$ cat config.mk
export PLATFORM = sky130hd
export DESIGN_NAME = mips_multicycle_ctrl
export DESIGN_NICKNAME = d
export VERILOG_FILES = /design/src/rtl/mips_ctrl_pkg.sv /design/src/rtl/mips_alu_decoder.sv /design/src/rtl/mips_multicycle_ctrl.sv
export SDC_FILE = /design/constraint.sdc
export NUM_CORES = 1
export LEC_CHECK = 0
export BUFFER_PORTS_ARGS = -buffer_cell sky130_fd_sc_hd__buf_2
export CAP_MARGIN = 20
export CORE_UTILIZATION = 46
export CTS_CLUSTER_DIAMETER = 80
export DETAILED_ROUTE_END_ITERATION = 16
export PLACE_DENSITY_LB_ADDON = 0.1
export SLEW_MARGIN = 40
export SYNTH_ARGS = -nofsm -noshare
export SYNTH_HDL_FRONTEND = slang
export SYNTH_SLANG_ARGS = --single-unit
$ cat constraint.sdc
create_clock -name clk -period 1.43 [get_ports clk]
set_input_delay 0.143 -clock clk [delete_from_list [all_inputs] [get_ports clk]]
set_output_delay 0.143 -clock clk [all_outputs]
set_load 0.02 [all_outputs]
$ cat src/rtl/mips_ctrl_pkg.sv
// Shared types and encodings for the multicycle MIPS control FSM and the
// Funct->ALUControl decoder reused by the single-cycle core.
package mips_ctrl_pkg;

    typedef enum logic [3:0] {
        S_FETCH,
        S_DECODE,
        S_MEMADR,
        S_MEMRD,
        S_MEMWB,
        S_MEMWR,
        S_EXECUTE,
        S_ALUWB,
        S_BEQ,
        S_ADDIEX,
        S_ADDIWB,
        S_JUMP,
        S_FAULT
    } state_t;

    localparam logic [5:0] OP_RTYPE = 6'b000000;
    localparam logic [5:0] OP_LW    = 6'b100011;
    localparam logic [5:0] OP_SW    = 6'b101011;
    localparam logic [5:0] OP_BEQ   = 6'b000100;
    localparam logic [5:0] OP_ADDI  = 6'b001000;
    localparam logic [5:0] OP_J     = 6'b000010;

    localparam logic [5:0] FN_ADD = 6'b100000;
    localparam logic [5:0] FN_SUB = 6'b100010;
    localparam logic [5:0] FN_AND = 6'b100100;
    localparam logic [5:0] FN_OR  = 6'b100101;
    localparam logic [5:0] FN_SLT = 6'b101010;

    localparam logic [3:0] ALU_AND = 4'b0000;
    localparam logic [3:0] ALU_OR  = 4'b0001;
    localparam logic [3:0] ALU_ADD = 4'b0010;
    localparam logic [3:0] ALU_SUB = 4'b0110;
    localparam logic [3:0] ALU_SLT = 4'b0111;

endpackage

$ cat src/rtl/mips_alu_decoder.sv
// Combinational R-type Funct -> ALUControl decode; unknown functs fall back to AND.
module mips_alu_decoder
    import mips_ctrl_pkg::*;
#(
    parameter int ALU_CTRL_W = 4
) (
    input  logic [5:0]            funct_i,
    output logic [ALU_CTRL_W-1:0] alu_ctrl_o
);

    always_comb begin
        alu_ctrl_o = ALU_CTRL_W'(ALU_AND);
        case (funct_i)
            FN_ADD:  alu_ctrl_o = ALU_CTRL_W'(ALU_ADD);
            FN_SUB:  alu_ctrl_o = ALU_CTRL_W'(ALU_SUB);
            FN_AND:  alu_ctrl_o = ALU_CTRL_W'(ALU_AND);
            FN_OR:   alu_ctrl_o = ALU_CTRL_W'(ALU_OR);
            FN_SLT:  alu_ctrl_o = ALU_CTRL_W'(ALU_SLT);
            default: alu_ctrl_o = ALU_CTRL_W'(ALU_AND);
        endcase
    end

endmodule

$ cat src/rtl/mips_multicycle_ctrl.sv
// Multicycle MIPS control FSM with memory wait-state handshake and timeout fault.
// Define ILLEGAL_OP_TRAP_EN to send unknown opcodes to FAULT instead of treating them as NOPs.
module mips_multicycle_ctrl
    import mips_ctrl_pkg::*;
#(
    parameter int ALU_CTRL_W  = 4,
    parameter int MEM_TIMEOUT = 255
) (
    input  logic                  clk,
    input  logic                  reset,
    input  logic [5:0]            Op,
    input  logic [5:0]            Funct,
    input  logic                  Zero,
    input  logic                  mem_ready,
    output logic                  IorD,
    output logic                  MemWrite,
    output logic                  IRWrite,
    output logic                  PCEn,
    output logic [1:0]            PCSrc,
    output logic                  ALUSrcA,
    output logic [1:0]            ALUSrcB,
    output logic [ALU_CTRL_W-1:0] ALUControl,
    output logic                  RegDst,
    output logic                  MemtoReg,
    output logic                  RegWrite,
    output logic                  instr_done,
    output logic                  bus_err
);

    localparam bit         TIMEOUT_EN = (MEM_TIMEOUT != 0);
    localparam logic [7:0] WAIT_LAST  = TIMEOUT_EN ? 8'(MEM_TIMEOUT - 1) : 8'd0;

    state_t                state_q, state_d;
    logic [7:0]            wait_q, wait_d;
    logic                  bus_err_q, bus_err_d;
    logic [ALU_CTRL_W-1:0] funct_alu;
    logic                  mem_state, stall, timeout;
    logic                  pc_write, branch;

    mips_alu_decoder #(.ALU_CTRL_W(ALU_CTRL_W)) u_alu_dec (
        .funct_i    (Funct),
        .alu_ctrl_o (funct_alu)
    );

    assign mem_state = (state_q == S_FETCH) || (state_q == S_MEMRD) || (state_q == S_MEMWR);
    assign stall     = mem_state && !mem_ready;
    // The stall that would bring the count up to MEM_TIMEOUT is the one that faults.
    assign timeout   = TIMEOUT_EN && stall && (wait_q == WAIT_LAST);

    always_comb begin
        wait_d = '0;
        if (stall && !timeout) begin
            wait_d = (wait_q == 8'hFF) ? wait_q : wait_q + 8'd1;
        end
    end

    assign bus_err_d = bus_err_q || (state_d == S_FAULT);

    always_ff @(posedge clk) begin
        if (reset) begin
            state_q   <= S_FETCH;
            wait_q    <= '0;
            bus_err_q <= 1'b0;
        end else begin
            state_q   <= state_d;
            wait_q    <= wait_d;
            bus_err_q <= bus_err_d;
        end
    end

    always_comb begin
        state_d    = state_q;
        IorD       = 1'b0;
        MemWrite   = 1'b0;
        IRWrite    = 1'b0;
        PCSrc      = 2'b00;
        ALUSrcA    = 1'b0;
        ALUSrcB    = 2'b00;
        ALUControl = '0;
        RegDst     = 1'b0;
        MemtoReg   = 1'b0;
        RegWrite   = 1'b0;
        instr_done = 1'b0;
        pc_write   = 1'b0;
        branch     = 1'b0;
        if (!reset) begin
            case (state_q)
                S_FETCH: begin
                    ALUSrcB    = 2'b01;
                    ALUControl = ALU_CTRL_W'(ALU_ADD);
                    if (mem_ready) begin
                        IRWrite  = 1'b1;
                        pc_write = 1'b1;
                        state_d  = S_DECODE;
                    end else if (timeout) begin
                        state_d = S_FAULT;
                    end
                end
                S_DECODE: begin
                    ALUSrcB    = 2'b11;
                    ALUControl = ALU_CTRL_W'(ALU_ADD);
                    case (Op)
                        OP_LW, OP_SW: state_d = S_MEMADR;
                        OP_RTYPE:     state_d = S_EXECUTE;
                        OP_BEQ:       state_d = S_BEQ;
                        OP_ADDI:      state_d = S_ADDIEX;
                        OP_J:         state_d = S_JUMP;
                        default: begin
`ifdef ILLEGAL_OP_TRAP_EN
                            state_d = S_FAULT;
`else
                            instr_done = 1'b1;
                            state_d    = S_FETCH;
`endif
                        end
                    endcase
                end
                S_MEMADR: begin
                    ALUSrcA    = 1'b1;
                    ALUSrcB    = 2'b10;
                    ALUControl = ALU_CTRL_W'(ALU_ADD);
                    state_d    = (Op == OP_SW) ? S_MEMWR : S_MEMRD;
                end
                S_MEMRD: begin
                    IorD = 1'b1;
                    if (mem_ready)    state_d = S_MEMWB;
                    else if (timeout) state_d = S_FAULT;
                end
                S_MEMWB: begin
                    MemtoReg   = 1'b1;
                    RegWrite   = 1'b1;
                    instr_done = 1'b1;
                    state_d    = S_FETCH;
                end
                S_MEMWR: begin
                    IorD     = 1'b1;
                    MemWrite = 1'b1;
                    if (mem_ready) begin
                        instr_done = 1'b1;
                        state_d    = S_FETCH;
                    end else if (timeout) begin
                        state_d = S_FAULT;
                    end
                end
                S_EXECUTE: begin
                    ALUSrcA    = 1'b1;
                    ALUControl = funct_alu;
                    state_d    = S_ALUWB;
                end
                S_ALUWB: begin
                    RegDst     = 1'b1;
                    RegWrite   = 1'b1;
                    instr_done = 1'b1;
                    state_d    = S_FETCH;
                end
                S_BEQ: begin
                    ALUSrcA    = 1'b1;
                    ALUControl = ALU_CTRL_W'(ALU_SUB);
                    PCSrc      = 2'b01;
                    branch     = 1'b1;
                    instr_done = 1'b1;
                    state_d    = S_FETCH;
                end
                S_ADDIEX: begin
                    ALUSrcA    = 1'b1;
                    ALUSrcB    = 2'b10;
                    ALUControl = ALU_CTRL_W'(ALU_ADD);
                    state_d    = S_ADDIWB;
                end
                S_ADDIWB: begin
                    RegWrite   = 1'b1;
                    instr_done = 1'b1;
                    state_d    = S_FETCH;
                end
                S_JUMP: begin
                    PCSrc      = 2'b10;
                    pc_write   = 1'b1;
                    instr_done = 1'b1;
                    state_d    = S_FETCH;
                end
                S_FAULT: state_d = S_FAULT;
                default: state_d = S_FETCH;
            endcase
        end
    end

    assign PCEn    = pc_write || (branch && Zero);
    assign bus_err = bus_err_q && !reset;

endmodule
==> impl_metrics.py, run 1 <==
metrics = {
    "placed_design": {
        "gp_congestion": 0.886,
        "postPlaceCellArea_um2": 1650,
        "place_hpwl_mm": 2.54,
        "dp_slack_ns": -0.155,
        "portBuffers": 32,
    },
    "yosys": {
        "synth-edff-count": 0,
        "syn_nets": 178,
        "synth_flop_cell": "dfxtp_1",
        "netlist.area_leader.share_pct": 22.7,
        "syn_area_per_cell_um2": 7.18,
        "ys_types": 43,
        "synth.cell_area_um2": 1150,
        "synthTopCellsByArea": "dfxtp_1 (23%), nor2_1 (7.5%), a21oi_1 (4.8%)",
        "ys_ff_latch": 13,
        "synthArstFlopShare_pct": 0,
        "synth_area_leader_cell": "dfxtp_1",
        "yosysWarnings": 0,
        "syn-instance-count": 160,
        "ys_seq_area_share_pct": 22.7,
    },
    "clock_network": {
        "cts-root-buf": "clkbuf_4",
        "cts_buffers": 3,
        "worstSkewPairLatency_ns": 0.29,
        "cts_tree": "done",
        "clock_path_buffers": 2,
        "clk_pin_slew_ns": 0.09,
        "ctsHoldBuffers": 0,
        "cts_max_level": 1,
        "numClockSinks": 13,
    },
    "drt": {
        "wl_mm": 4.44,
        "drtIter0Drc": 43,
        "wl_per_cell_um": 17.4,
        "num_vias": 1516,
        "drc_errors": 0,
        "dr.pass1.iters": 4,
        "viasPerCell": 5.95,
        "ant_nets": 0,
    },
    "cells_and_area": {
        "syn2layout_area_growth_pct": 71.9,
        "num_antenna_cells": 0,
        "fillers": 130,
        "final_common_cell": "buf_4",
        "most-common-layout-cells": "buf_4 (44), nor2_1 (17), buf_2 (17)",
        "stdcell_area_um2": 1970,
        "finalNetCount": 246,
        "drive_gt1_share_pct": 56.4,
    },
    "power_and_ir_drop": {
        "switching_power_w": 0.000324,
        "p_leak_nw": 0.825,
        "p_int_w": 0.000624,
        "p_clk_share_pct": 26.5,
        "seq_power_share_pct": 39.4,
        "cellPowerDensity_nw_per_um2": 480,
        "p_comb_share_pct": 34.1,
        "vdd.ir_drop.worst_mv": 0.587,
        "swShare_pct": 34.2,
    },
    "global_routing": {
        "track_usage_pct": 30.5,
        "antenna_found_initial": 0,
        "grt_pass1_wl_mm": 6.13,
        "grt_pass1_vias": 1379,
        "overflow": 0,
        "grt_max_degree": 12,
    },
    "floorplanning": {
        "row_count": 17,
        "fp.dieW_um": 52.0,
        "die_area_um2": 2700,
        "ios": 34,
        "core-area_um2": 2280,
        "start_util_pct": 50.5,
        "die_h_um": 52.0,
    },
    "critical_path": {
        "worstPathArrival_ns": 1.62,
        "max_stage_delay_ns": 0.38,
        "rrSetupSlack_ns": -0.22,
        "crit_chain": "buf_8, or3_1, a21oi_2, a31oi_2, nor2_2, buf_6",
        "crit_fanout": 8,
        "rr_startpoint": "state_q[3]$_SDFF_PP0_",
        "critPathLaunch": "state_q[3]$_SDFF_PP0_",
        "worst_r2r_path_depth": 6,
        "startpoint_type": "flip-flop",
        "end_kind": "output pin",
        "crit_slowest_cell": "dfxtp_4",
        "worstPathRequired_ns": 1.29,
        "rr_endpoint": "wait_q[5]$_SDFFE_PP0P_",
        "critPathCapture": "RegWrite",
        "worst-setup-path-type": "flip-flop to output pin",
    },
    "worst_hold_path": {
        "hold_class": "input pin to flip-flop",
        "hp-start": "reset",
    },
    "timing": {
        "worst_slack_ns": -0.329,
        "finalSetupViolCount": 28,
        "post-route-period-util_pct": 123,
        "rsz0062_at_grt": "yes",
        "min_period_ns": 1.76,
        "hold_viol": 0,
        "max_clock_freq_mhz": 568,
        "finalClockSkew_ns": 0.00383,
        "drv_slew": 0,
    },
    "outcome": {
        "violations": "setup timing",
        "outcome": "finished, violations left",
    },
    "job": {
        "cap_violations": 0,
    },
}
[flip-flops by register name, summed over array words and instances, names as in the netlist]
name / cells
wait_q: 8
state_q: 4
bus_err_q: 1
[worst min-delay path by stage]
stage	cells after the start	to	slack, ns
final	3	bus_err_q$_SDFF_PP0_	0.33
after global placement	2	bus_err_q$_SDFF_PP0_	0.48
after detailed placement	2	bus_err_q$_SDFF_PP0_	0.50
after floorplan	1	PCSrc[1]	0.32
after CTS	3	bus_err_q$_SDFF_PP0_	0.33
after global routing	3	bus_err_q$_SDFF_PP0_	0.31
[stage by stage]
| stage | cells | hold WS (ns) | TNS (ns) | power [W] | util, % |
|---|---|---|---|---|---|
| CTS | 253 | 0.332 | -3.96 | 0.000890 | 81.5 |
| finish | 255 | 0.328 | -4.72 | 0.000947 | 86.8 |
| floorplan | 160 | 0.323 | -0.987 | 0.000537 | - |
| detailed placement | 244 | 0.499 | -1.21 | 0.000641 | 72.3 |
| global route | 255 | 0.311 | -6.51 | 0.000995 | 86.8 |
| global placement | 244 | 0.482 | -0.763 | 0.000634 | 72.3 |
[metal layers]
layer	up-vias	routed length, µm	track usage, %
met5	-	0	0
met4	0	52	8.56
met3	12	329	7.02
met2	83	2250	51.1
met1	705	1810	38.6
li1	716	-	-
[worst max-delay path, delay by kind of cell, from the launching register on]
family | cells | cell delay (ns)
DFF | 1 | 0.38
and+or+nand+nor | 2 | 0.47
AOI/OAI and AO/OA | 2 | 0.19
buffers and inverters | 2 | 0.28
[final cells by class]
| class | count | area, µm² | share of cell area (%) |
|---|---|---|---|
| flip-flops and latches | 13 | 270 | 13.7 |
| well taps | 28 | 35.0 | 1.77 |
| clock buffers | 4 | 26.3 | 1.33 |
| inverters | 6 | 26.3 | 1.33 |
| repair buffers | 75 | 588 | 29.8 |
| multi-input cells | 129 | 1030 | 52.1 |
[power by group through the flow]
stage / Clock [W] / Sequential [W] / Combinational (W)
2_1_floorplan: 0 / 0.000382 / 0.000155
5_1_grt: 0.000279 / 0.000374 / 0.000342
4_1_cts: 0.000229 / 0.000375 / 0.000285
6_report: 0.000251 / 0.000373 / 0.000323
3_3_place_gp: 0 / 0.000382 / 0.000253
3_5_place_dp: 0 / 0.000382 / 0.000259
[what timing repair did]
action | in CTS | in global routing
hold endpoints to repair | 0 | 0
buffers inserted | 5 | 2
endpoints found under the setup margin | 28 | 29
gates resized for setup | 43 | 28
gates cloned | 0 | 0
pin swaps | 3 | 4
[Yosys cell counts (2+ instances only)]
cell type / count
nor2_1: 23
dfxtp_1: 13
a21oi_1: 11
nand2_1: 10
nand3_1: 8
buf_2: 7
nor3_1: 7
o21ai_0: 7
inv_1: 6
xor2_1: 6
nor4_1: 5
xnor2_1: 5
a211oi_1: 4
and3_1: 4
a31oi_1: 3
clkbuf_1: 3
nand2b_1: 3
nand4_1: 3
nor4b_1: 3
a41oi_1: 2
ha_1: 2
nor2b_1: 2
o2111a_1: 2
o211ai_1: 2
[cell families (layout without fill, tap and decap cells)]
group	after synthesis	in the layout	synth area share (%)
AND/OR/NAND/NOR	76	76	34.8
flip-flops	13	13	22.7
XOR/XNOR	11	11	8.39
other	1	1	0.326
buffers and inverters	18	85	7.62
adder cells (fa/ha/maj)	2	2	2.18
AO/OA/AOI/OAI	39	39	24.1
(Power assumes the default switching activity.)
==> run 2: changes to the inputs <==
--- a/config.mk
+++ b/config.mk
@@ -11,6 +11,7 @@
 export CTS_CLUSTER_DIAMETER = 80
 export DETAILED_ROUTE_END_ITERATION = 16
 export PLACE_DENSITY_LB_ADDON = 0.1
+export SETUP_SLACK_MARGIN = 0.15
 export SLEW_MARGIN = 40
 export SYNTH_ARGS = -nofsm -noshare
 export SYNTH_HDL_FRONTEND = slang
==> run 2 against run 1 <==
- the flow now stops in global routing
- synthesized cell count stayed put
- area after synthesis unchanged
==> impl_metrics.py, run 2 <==
metrics = {
    "floorplanning": {
        "start_util_pct": 50.5,
        "fp.dieW_um": 52.0,
        "row_count": 17,
        "die_h_um": 52.0,
        "ios": 34,
    },
    "yosys": {
        "synthTopCellsByCount": "nor2_1 (23), dfxtp_1 (13), a21oi_1 (11), nand2_1 (10), nand3_1 (8)",
        "synth_flop_cell": "dfxtp_1",
        "synth-simple-area-share_pct": 34.7,
        "synth_compound_area_share_pct": 24.1,
        "synth.cell_area_um2": 1150,
        "ys_types": 43,
        "synth_mux_area_share_pct": 0,
        "yosysWarnings": 0,
        "synth-edff-count": 0,
        "synth-adder-area-share_pct": 2.18,
        "synth_top_family_by_area": "simple AND/OR/NAND/NOR gates",
        "ys_ff_latch": 13,
        "syn_area_per_cell_um2": 7.18,
        "yosys.area_share.xor_xnor_pct": 8.39,
        "syn-instance-count": 160,
        "synthTopCellsByArea": "dfxtp_1 (23%), nor2_1 (7.5%), a21oi_1 (4.8%)",
        "synthArstFlopShare_pct": 0,
        "synth_area_leader_cell": "dfxtp_1",
        "ys_seq_area_share_pct": 22.7,
        "synth.most_common_cell": "nor2_1",
        "syn_nets": 178,
        "netlist.area_leader.share_pct": 22.7,
    },
    "placed_design": {
        "portBuffers": 32,
        "gp_congestion": 0.847,
        "place_hpwl_mm": 2.69,
        "postPlaceCellArea_um2": 1720,
    },
    "clock_network": {
        "ctsHoldBuffers": 0,
        "numClockSinks": 13,
        "cts_buffers": 3,
        "clock_path_buffers": 2,
        "cts_max_level": 1,
        "cts-root-buf": "clkbuf_4",
    },
    "outcome": {
        "haltStage": "global routing",
        "outcome": "did not finish",
        "stop_error": "[ERROR DPL-0038] Utilization greater than 100%, impossible to legalize",
    },
    "timing": {
        "worst_endpoint": "RegWrite",
        "worst_endpoint_kind": "output port",
    },
    "global_routing": {
        "grt_max_degree": 9,
    },
}
==> run 2: repair_timing <==
item                       4_1_cts
pin swaps                        8
resized for setup               55
buffers inserted                14
gates cloned                     0
setup endpoints to repair       29
==> run 2: per-stage QoR <==
step / worst slack, ns / util (%) / instances
CTS: -0.282 / 91.4 / 267
detailed placement: -0.187 / 75.6 / 249
global placement: -0.112 / 75.6 / 249
floorplan: -0.106 / - / 160
==> run 2: logic make-up after synthesis <==
group                      count (synthesis)
AOI/OAI and AO/OA                         39
xor gates and xnor gates                  11
adders and majority gates                  2
buffers and inverters                     18
DFF                                       13
other                                      1
and+or+nand+nor                           76
==> run 3: changes to the inputs <==
--- a/config.mk
+++ b/config.mk
@@ -7,11 +7,10 @@
 export LEC_CHECK = 0
 export BUFFER_PORTS_ARGS = -buffer_cell sky130_fd_sc_hd__buf_2
 export CAP_MARGIN = 20
-export CORE_UTILIZATION = 46
-export CTS_CLUSTER_DIAMETER = 80
+export CORE_AREA = 2 2 63 65
 export DETAILED_ROUTE_END_ITERATION = 16
-export PLACE_DENSITY_LB_ADDON = 0.1
-export SETUP_SLACK_MARGIN = 0.15
+export DIE_AREA = 0 0 65 67
+export PLACE_DENSITY_LB_ADDON = 0.15
 export SLEW_MARGIN = 40
 export SYNTH_ARGS = -nofsm -noshare
 export SYNTH_HDL_FRONTEND = slang
==> constraint.sdc (replaced) <==
create_clock -name clk -period 1.85 [get_ports clk]
set_input_delay 0.185 -clock clk [delete_from_list [all_inputs] [get_ports clk]]
set_output_delay 0.185 -clock clk [all_outputs]
set_load 0.02 [all_outputs]
==> run 3 against run 2 <==
- the run now ends clean
==> impl_metrics.py, run 3 (synthesis gave the netlist of run 1 again) <==
metrics = {
    "drt": {
        "dr.pass1.iters": 4,
        "met1_length_mm": 1.50,
        "dr.max_layer_used": "met3",
        "wl_mm": 3.04,
        "ant_nets": 0,
        "wl_per_cell_um": 12.6,
        "wl_met3_um": 178,
        "drc_errors": 0,
        "num_vias": 1263,
        "viasPerCell": 5.22,
        "route.met2.wl_mm": 1.36,
        "drtIter0Drc": 32,
    },
    "placed_design": {
        "portBuffers": 32,
        "postPlaceCellArea_um2": 1400,
        "gp_congestion": 0.838,
        "place_hpwl_mm": 2.38,
        "dp_slack_ns": 0.104,
    },
    "clock_network": {
        "clock_path_buffers": 2,
        "cts-root-buf": "clkbuf_8",
        "worstSkewPairLatency_ns": 0.24,
        "postCtsSetupRepairBufs": 0,
        "clk_pin_slew_ns": 0.06,
        "cts_tree": "done",
        "numClockSinks": 13,
        "cts_buffers": 3,
        "cts_max_level": 1,
    },
    "timing": {
        "drv_slew": 0,
        "post-route-period-util_pct": 95.6,
        "min_period_ns": 1.77,
        "rsz0062_at_grt": "no",
        "finalSetupViolCount": 0,
        "max_clock_freq_mhz": 565,
        "hold_viol": 0,
        "setup_tns_ns": 0,
        "holdWs_ns": 0.309,
        "worst_slack_ns": 0.0812,
        "finalClockSkew_ns": 0.00473,
    },
    "power_and_ir_drop": {
        "cellPowerDensity_nw_per_um2": 466,
        "vdd.ir_drop.worst_mv": 0.418,
        "p_leak_nw": 0.611,
    },
    "floorplanning": {
        "row_count": 22,
        "die_area_um2": 4360,
        "core-area_um2": 3610,
        "die_h_um": 67,
        "fp.dieW_um": 65,
        "ios": 34,
        "start_util_pct": 31.9,
    },
    "cells_and_area": {
        "final_common_cell": "buf_2",
        "largest_register_ffs": 8,
        "drive_gt1_share_pct": 33.5,
        "most-common-layout-cells": "buf_2 (31), nor2_1 (22), nand2_1 (10), a21oi_1 (10)",
        "final_util_pct": 41.5,
        "num_antenna_cells": 0,
        "top_register": "wait_q",
        "syn2layout_area_growth_pct": 30.4,
        "finalNetCount": 213,
        "top_regs": "wait_q (8), state_q (4), bus_err_q (1)",
        "stdcell_area_um2": 1500,
    },
    "critical_path": {
        "end_kind": "output pin",
        "worst-setup-path-type": "flip-flop to output pin",
        "worstPathRequired_ns": 1.66,
        "startpoint_type": "flip-flop",
        "worstPathArrival_ns": 1.58,
        "crit_fanout": 9,
    },
    "global_routing": {
        "track_usage_pct": 14.6,
        "antenna_found_initial": 0,
        "grt_pass1_wl_mm": 5.06,
        "overflow": 0,
        "grt_max_degree": 15,
        "grt_pass1_vias": 1118,
    },
    "job": {
        "cap_violations": 0,
    },
    "worst_hold_path": {
        "hold_class": "input pin to flip-flop",
    },
    "outcome": {
        "outcome": "complete, no violations",
    },
}
run 3: layer usage:
metal / track usage, % / vias up
met1: 20.7 / 581
met5: 0 / -
li1: - / 649
met3: 2.70 / 0
met4: 2.39 / 0
met2: 23.3 / 33
run 3: timing repair:
| item | in CTS | in global routing |
|---|---|---|
| hold buffers | 0 | 0 |
| setup endpoints to repair | 2 | 6 |
| pin swaps | 0 | 3 |
| resized for setup | 4 | 14 |
run 3: cell type report:
type                       instances  area, µm²
clock buffer                       4       45.0
fill                             390       2110
inverter                           6       22.5
multi-input combinational        129        841
sequential                        13        275
tap                               48       60.1
timing repair buffer              42        254
run 3: critical path, stage by stage (launching register included):
cell     delay [ns]
dfxtp_4        0.37
buf_6          0.15
or3_4          0.38
a21oi_2        0.12
a31oi_1        0.05
nor2_1         0.12
buf_4          0.15
run 3: metrics by stage:
step                      total power (W)  instances
after floorplan                  0.000399        160
after global placement           0.000451        238
after detailed placement         0.000454        238
after CTS                        0.000708        242
after global routing             0.000737        242
final                            0.000698        242
run 3: path summary, 6_finish.rpt:
path	start	to	slack [ns]	cells past startpoint
worst min-delay path	reset	bus_err_q$_SDFF_PP0_	0.31	2
worst max register to register	state_q[1]$_SDFF_PP0_	wait_q[1]$_SDFFE_PP0P_	0.22	5
worst min register to register	bus_err_q$_SDFF_PP0_	bus_err_q$_SDFF_PP0_	0.49	2
worst max-delay path	state_q[3]$_SDFF_PP0_	RegWrite	0.08	6
run 3: power breakdown:
part | leakage [nW] | internal, W | switching (W)
registers | 0.108 | 0.000282 | 0.0000106
logic | 0.480 | 0.0000648 | 0.0000906
clock network | 0.0228 | 0.000152 | 0.0000980
total | 0.611 | 0.000498 | 0.000199
